**src/rtl/uart_tx_controller.sv**
```systemverilog
// 8N1 UART transmitter for the MIPS bus: one-entry holding register in front of a
// shift register, optional hex-nibble to ASCII encoding, sticky done flag.
module uart_tx_controller #(
    parameter int DATA_WIDTH = 32,
    parameter int UART_Nbit  = 8,
    parameter int baudrate   = 5,
    parameter int clk_freq   = 50
) (
    input  logic                  clk,
    input  logic                  reset,
    input  logic                  tx_wr,
    input  logic [DATA_WIDTH-1:0] uart_tx,
    input  logic                  ascii_en,
    input  logic                  clr_tx_flag,
    output logic                  SerialDataOut,
    output logic [DATA_WIDTH-1:0] Tx_busy_out,
    output logic [DATA_WIDTH-1:0] Tx_flag_out
);

    localparam int CLKS_PER_BIT = clk_freq / baudrate;
    localparam int CW = (CLKS_PER_BIT > 1) ? $clog2(CLKS_PER_BIT) : 1;
    localparam int IW = (UART_Nbit > 1) ? $clog2(UART_Nbit) : 1;

    typedef enum logic [1:0] {IDLE, START, DATA, STOP} state_t;

    state_t               state_q;
    logic [CW-1:0]        cnt_q;
    logic [IW-1:0]        idx_q;
    logic [UART_Nbit-1:0] hold_q;
    logic [UART_Nbit-1:0] shift_q;
    logic                 hold_full_q;
    logic                 done_q;
    logic                 line_q;

    logic [3:0]           nib;
    logic [7:0]           asc;
    logic [UART_Nbit-1:0] hold_d;
    logic                 bit_end;
    logic                 drain;

    // 10..15 map to 'A'..'F': 8'h41 + (n - 10) == 8'h37 + n
    always_comb begin
        nib     = uart_tx[3:0];
        asc     = (nib < 4'd10) ? (8'h30 + {4'h0, nib}) : (8'h37 + {4'h0, nib});
        hold_d  = ascii_en ? UART_Nbit'(asc) : uart_tx[UART_Nbit-1:0];
        bit_end = (cnt_q == CW'(CLKS_PER_BIT - 1));
        drain   = hold_full_q && ((state_q == IDLE) || (state_q == STOP && bit_end));
    end

    always_ff @(posedge clk) begin
        if (reset) begin
            state_q     <= IDLE;
            cnt_q       <= '0;
            idx_q       <= '0;
            hold_q      <= '0;
            shift_q     <= '0;
            hold_full_q <= 1'b0;
            done_q      <= 1'b0;
            line_q      <= 1'b1;
        end else begin
            // A write landing on the drain edge still sees hold_full=1 and is dropped
            if (drain)
                hold_full_q <= 1'b0;
            else if (tx_wr && !hold_full_q) begin
                hold_q      <= hold_d;
                hold_full_q <= 1'b1;
            end

            if (state_q == STOP && bit_end)
                done_q <= 1'b1;
            else if (clr_tx_flag)
                done_q <= 1'b0;

            case (state_q)
                IDLE: begin
                    cnt_q  <= '0;
                    line_q <= 1'b1;
                    if (hold_full_q) begin
                        shift_q <= hold_q;
                        state_q <= START;
                        line_q  <= 1'b0;
                    end
                end
                START: begin
                    if (bit_end) begin
                        cnt_q   <= '0;
                        idx_q   <= '0;
                        state_q <= DATA;
                        line_q  <= shift_q[0];
                    end else
                        cnt_q <= cnt_q + CW'(1);
                end
                DATA: begin
                    if (bit_end) begin
                        cnt_q <= '0;
                        if (idx_q == IW'(UART_Nbit - 1)) begin
                            state_q <= STOP;
                            line_q  <= 1'b1;
                        end else begin
                            idx_q  <= idx_q + IW'(1);
                            line_q <= shift_q[idx_q + IW'(1)];
                        end
                    end else
                        cnt_q <= cnt_q + CW'(1);
                end
                STOP: begin
                    if (bit_end) begin
                        cnt_q <= '0;
                        // Chain straight into the next frame when a byte is waiting
                        if (hold_full_q) begin
                            shift_q <= hold_q;
                            state_q <= START;
                            line_q  <= 1'b0;
                        end else begin
                            state_q <= IDLE;
                            line_q  <= 1'b1;
                        end
                    end else
                        cnt_q <= cnt_q + CW'(1);
                end
                default: begin
                    state_q <= IDLE;
                    line_q  <= 1'b1;
                end
            endcase
        end
    end

    assign SerialDataOut = line_q;
    assign Tx_busy_out   = {{(DATA_WIDTH-1){1'b0}}, hold_full_q};
    assign Tx_flag_out   = {{(DATA_WIDTH-1){1'b0}}, done_q};

endmodule

```
**config.mk**
```make
export PLATFORM = sky130hd
export DESIGN_NAME = uart_tx_controller
export DESIGN_NICKNAME = d
export VERILOG_FILES = /design/src/rtl/uart_tx_controller.sv
export SDC_FILE = /design/constraint.sdc
export NUM_CORES = 1
export LEC_CHECK = 0
export CORE_ASPECT_RATIO = 2
export CORE_MARGIN = 2
export CORE_UTILIZATION = 31
export DETAILED_ROUTE_END_ITERATION = 12
export GPL_ROUTABILITY_DRIVEN = 0
export PLACE_DENSITY = 0.77
export SLEW_MARGIN = 10
export SYNTH_ARGS = -nofsm -noshare
export SYNTH_HDL_FRONTEND = slang
export SYNTH_SLANG_ARGS = --single-unit
```
**constraint.sdc**
```tcl
create_clock -name clk -period 2.3 [get_ports clk]
set_input_delay 0.69 -clock clk [delete_from_list [all_inputs] [get_ports clk]]
set_output_delay 0.69 -clock clk [all_outputs]
set_load 0.05 [all_outputs]
```
======== Word level (Yosys, flattened, before mapping) ========
Index checks and enable logic that the tools add are counted.
word-level totals
  register bits after elaboration ......... 28
  output and inout port bits .............. 65
  word-level logic and storage cells ...... 70
cells by class
  add/subtract/negate cells ............... 4
  magnitude comparators ................... 2
  eq/ne operators ......................... 11
  multiplexer cells ....................... 28
  bitwise logic cells ..................... 1
  reduce and logical (&&, ||, !) cells .... 16
operator list
  operator                                                                       number
  8-bit 2-to-1 mux                                                               3
  8-bit case mux with 2 select lines                                             1
  6-bit by 4-bit adder with 7-bit output (first input constant)                  2
  2-bit inequality test (second input constant)                                  6
  2-bit 2-to-1 mux                                                               5
  1-bit 2-to-1 mux                                                               9
  3-bit 2-to-1 mux                                                               3
  2-bit case mux with 4 select lines                                             1
  4-bit case mux with 2 select lines                                             1
  7-bit 2-to-1 mux                                                               1
  3-bit case mux with 2 select lines                                             1
  2-bit nonzero test                                                             3
  5-bit AND reduction                                                            1
  4-bit by 1-bit adder with 4-bit output (second input constant)                 1
  2-bit equality test (second input constant)                                    2
  4-bit equality test (second input constant)                                    1
  3-bit by 4-bit less-than comparator with 1-bit output (second input constant)  1
  4-bit less-than comparator (second input constant)                             1
  4-bit 2-to-1 mux                                                               1
  1-bit case mux with 4 select lines                                             1
  2-bit AND reduction                                                            2
  4-bit AND reduction                                                            1
  3-bit by 1-bit adder with 3-bit output (second input constant)                 1
  1-bit binary-select mux with 3-bit select                                      1
  other kinds (10)                                                               12

======== Longest topological paths before layout ========
  depth in word-level cells ............... 6
  depth in mapped cells ................... 7

======== Least setup slack after synthesis ========
OpenSTA, ideal clock, no wires.
  path type ............................... register to register
  from .................................... register state_q[0]
  to ...................................... register line_q (netlist: SerialDataOut)
  setup time .............................. 0.133 ns
  arrival ................................. 1.442 ns
  required time ........................... 2.167 ns
  path slack .............................. 0.725 ns
  stages on the path, launching flop included .. 8
  buffers on the path ..................... 1
  period minus slack after synthesis ...... 1.575 ns
  cell sequence ........................... dfxtp_1 inv_1 ha_1 buf_6 nor3_4 nor2_2 mux2_1 a2bb2oi_1
between the ends
  cells in the longest elaborated chain, start to end .. 3
ends and longest elaborated chain
  what                                                                                          line  RTL
  from (decl)                                                                                   26    state_t state_q;
  from (signal assigned)                                                                        52    state_q <= IDLE;
  from (signal assigned)                                                                        80    state_q <= START;
  from (signal assigned)                                                                        88    state_q <= DATA;
  2-bit by 1-bit equality test with 1-bit output / 2-bit equality test (equally long branches)  74    case (state_q)
  2-bit inequality test (no source line)                                                        n/a
  3-bit AND reduction (no source line)                                                          n/a
  to (signal assigned)                                                                          89    line_q <= shift_q[0];
  to (signal assigned)                                                                          101   line_q <= shift_q[idx_q + IW'(1)];
  to (decl)                                                                                     33    logic line_q;
Parallel ways exist; a longest one is shown, timed or not.
A chain may end at the register's enable or synchronous reset.

======== Final worst setup path ========
  from .................................... register line_q (netlist: SerialDataOut)
  to ...................................... output SerialDataOut
RTL lines
  what       line  RTL
  to (decl)  15    output logic SerialDataOut,
No word-level cell between the ends.

==> results.py <==
metrics = {
    "clock_tree": {
        "clock_path_buffers": 2,
        "htreeDepth": 1,
        "cts_tree": "built",
        "cts_sinks": 28,
        "cts_buffers": 3,
        "clk_pin_slew_ns": 0.07,
        "cts_resized": 0,
        "cts_hold_buf": 0,
        "root_buffer": "clkbuf_16",
        "cts_setup_buffers": 0,
        "insertion_delay_ns": 0.26,
    },
    "finish": {
        "fillers": 617,
        "final_util_pct": 32.8,
        "multi_input_area_sq_um": 1040,
        "syn_to_final_growth_pct": 2.61,
        "layout-drive-gt1-share_pct": 8.04,
        "layout_common_cells": "62 x conb_1, 28 x dfxtp_1, 17 x nor2_1, 14 x clkdlybuf4s50_1, 11 x mux2i_1",
        "seq_area_sq_um": 561,
        "n_antenna_cell": 0,
        "layout_commonest_cell": "conb_1",
        "nNetsFinal": 272,
    },
    "setup_path": {
        "crit_path_max_fanout": 2,
        "cp.buffers_inverters": 1,
        "end_kind": "primary output",
        "required_ns": 1.61,
        "r2r_setup_slack_ns": 0.55,
        "cpLargestDelayFamily": "buffers and inverters",
        "crit_type": "flop to primary output",
        "slowest_delay_ns": 0.80,
        "cp-start-kind": "flop",
        "arrival_ns": 1.39,
        "slowest_stage": "clkdlybuf4s50_1",
        "crit_chain": "clkdlybuf4s50_1",
    },
    "synth": {
        "synth-async-reset-ratio_pct": 0,
        "synth_edf_count": 0,
        "ys_ff_latch": 28,
        "ys_seq_area_share_pct": 29.2,
        "syn_inst": 214,
        "syn_avg_cell_area_sq_um": 8.97,
        "syn_area_sq_um": 1920,
        "yosysWarningCount": 0,
        "synth-main-ff-cell": "dfxtp_1",
        "netlist-cell-type-count": 39,
    },
    "routing": {
        "wl_met1_mm": 1.02,
        "ant_nets": 0,
        "wl_met2_mm": 1.75,
        "routed_wirelength_mm": 3.08,
        "drt_iter0_markers": 15,
        "via_per_inst": 4.45,
        "drc": 0,
        "drtPass1Iterations": 5,
        "vias": 1278,
        "wire_per_inst_um": 10.7,
        "highest_layer": "met4",
        "wl_met3_um": 236,
    },
    "global_route": {
        "antenna_found_initial": 0,
        "grt_pass1_vias": 1118,
        "grt_pass1_wl_mm": 4.79,
        "track_usage_pct": 9.16,
        "grt.overflow.total": 0,
        "grt_max_degree": 25,
    },
    "sta": {
        "finalHoldViolCount": 0,
        "post-route-period-util_pct": 90.4,
        "rsz0062_at_grt": "no",
        "slew_violations": 0,
        "layout_min_cycle_time_ns": 2.08,
        "fin_tns_setup_ns": 0,
        "skew_ns": 0.00468,
        "fmax_ghz": 0.481,
        "setup_viol": 0,
    },
    "placement": {
        "port_buffers": 15,
        "hpwlAfterDp_mm": 2.50,
    },
    "floorplan": {
        "dieArea_sq_um": 6880,
        "io_pins": 102,
        "core_region_area_sq_um": 6010,
        "dieHeight_um": 115,
        "die_w_um": 59.7,
        "rows": 40,
        "initial_core_util_pct": 32.0,
    },
    "pwr": {
        "ir_worst_vdd_mv": 0.292,
        "power.density_nw_per_um2": 875,
        "leakage_uw": 0.000869,
    },
    "flow_run": {
        "cap_violations": 0,
    },
    "run_status": {
        "run_status": "complete, no violations",
    },
    "hold_path": {
        "hold_path_class": "flop to flop",
    },
}
-- sequential cells by signal, indices dropped and copies added (netlist names) --
signal / cells
SerialDataOut: 1
cnt_q: 4
done_q: 1
hold_full_q: 1
hold_q: 8
idx_q: 3
shift_q: 8
state_q: 2
-- cell usage after synthesis (2+ instances only) --
library cell   n  area (sq um)
buf_4         64           480
dfxtp_1       28           561
nor2_1        17          63.8
mux2i_1       11           110
ha_1          10           125
a21oi_1        9          45.0
nand2b_1       8          50.1
nand3_1        7          35.0
clkbuf_1       6          22.5
inv_1          6          22.5
nand2_1        5          18.8
nand3b_1       5          37.5
o211ai_1       4          30.0
a211oi_1       3          22.5
a311oi_1       2          17.5
buf_6          2          22.5
nor2_2         2          12.5
nor2b_1        2          12.5
nor3_1         2          10.0
xnor2_1        2          17.5
-- cell type report --
cell class	count	area share (%)
Clock buffer	3	3.81
Clock inverter	1	1.52
Inverter	6	1.14
Multi-Input combinational cell	169	52.8
Sequential cell	28	28.4
Tap cell	63	4.00
Timing Repair Buffer	17	8.25
-- per-stage QoR --
step / setup slack [ns] / instance area [sq um] / power, uW / std cells / hold slack (ns)
after global routing: 0.167 / 1970 / 1800 / 287 / 0.472
after detailed placement: 0.211 / 1870 / 1230 / 283 / 0.448
after floorplan: 0.725 / 2150 / 1230 / 275 / 0.431
after global placement: 0.242 / 1870 / 1210 / 283 / 0.439
final: 0.222 / 1970 / 1720 / 287 / 0.455
after CTS: 0.207 / 1970 / 1740 / 287 / 0.456
-- cell families after synthesis --
family / synth area share [%]
flops: 29.2
mux: 8.08
buf+inv: 28.5
simple gates: 14.9
xor+xnor: 1.37
other cells: 0.195
compound gates: 11.2
fa+ha+maj: 6.51
-- worst register-to-register path, stage by stage, from the launching register on --
cell	delay, ns
dfxtp_1	0.37
inv_1	0.12
ha_1	0.36
nor3_4	0.26
nor2_2	0.06
a2111oi_1	0.33
a2bb2oi_1	0.11
-- per-layer routing --
metal,up-vias,track usage (%)
met2,75,18.4
met5,-,0
met4,0,6.07
li1,618,-
met3,6,0.675
met1,579,7.79
-- where the power goes --
part           leakage, uW  switching [uW]  internal (uW)
clock network    0.0000511             161            346
registers         0.000228            38.9            531
logic             0.000589             445            202
total             0.000869             645           1080
-- worst paths after layout --
kind	start	cells past startpoint	end
worst max-delay path	SerialDataOut$_SDFFE_PP1P_	1	SerialDataOut
worst min-delay path	hold_q[4]$_SDFFE_PP0P_	2	hold_q[4]$_SDFFE_PP0P_
worst min register to register	hold_q[4]$_SDFFE_PP0P_	2	hold_q[4]$_SDFFE_PP0P_
worst max register to register	state_q[0]$_SDFFE_PP0P_	6	SerialDataOut$_SDFFE_PP1P_
Note: power is estimated with default switching activity, not from simulation.
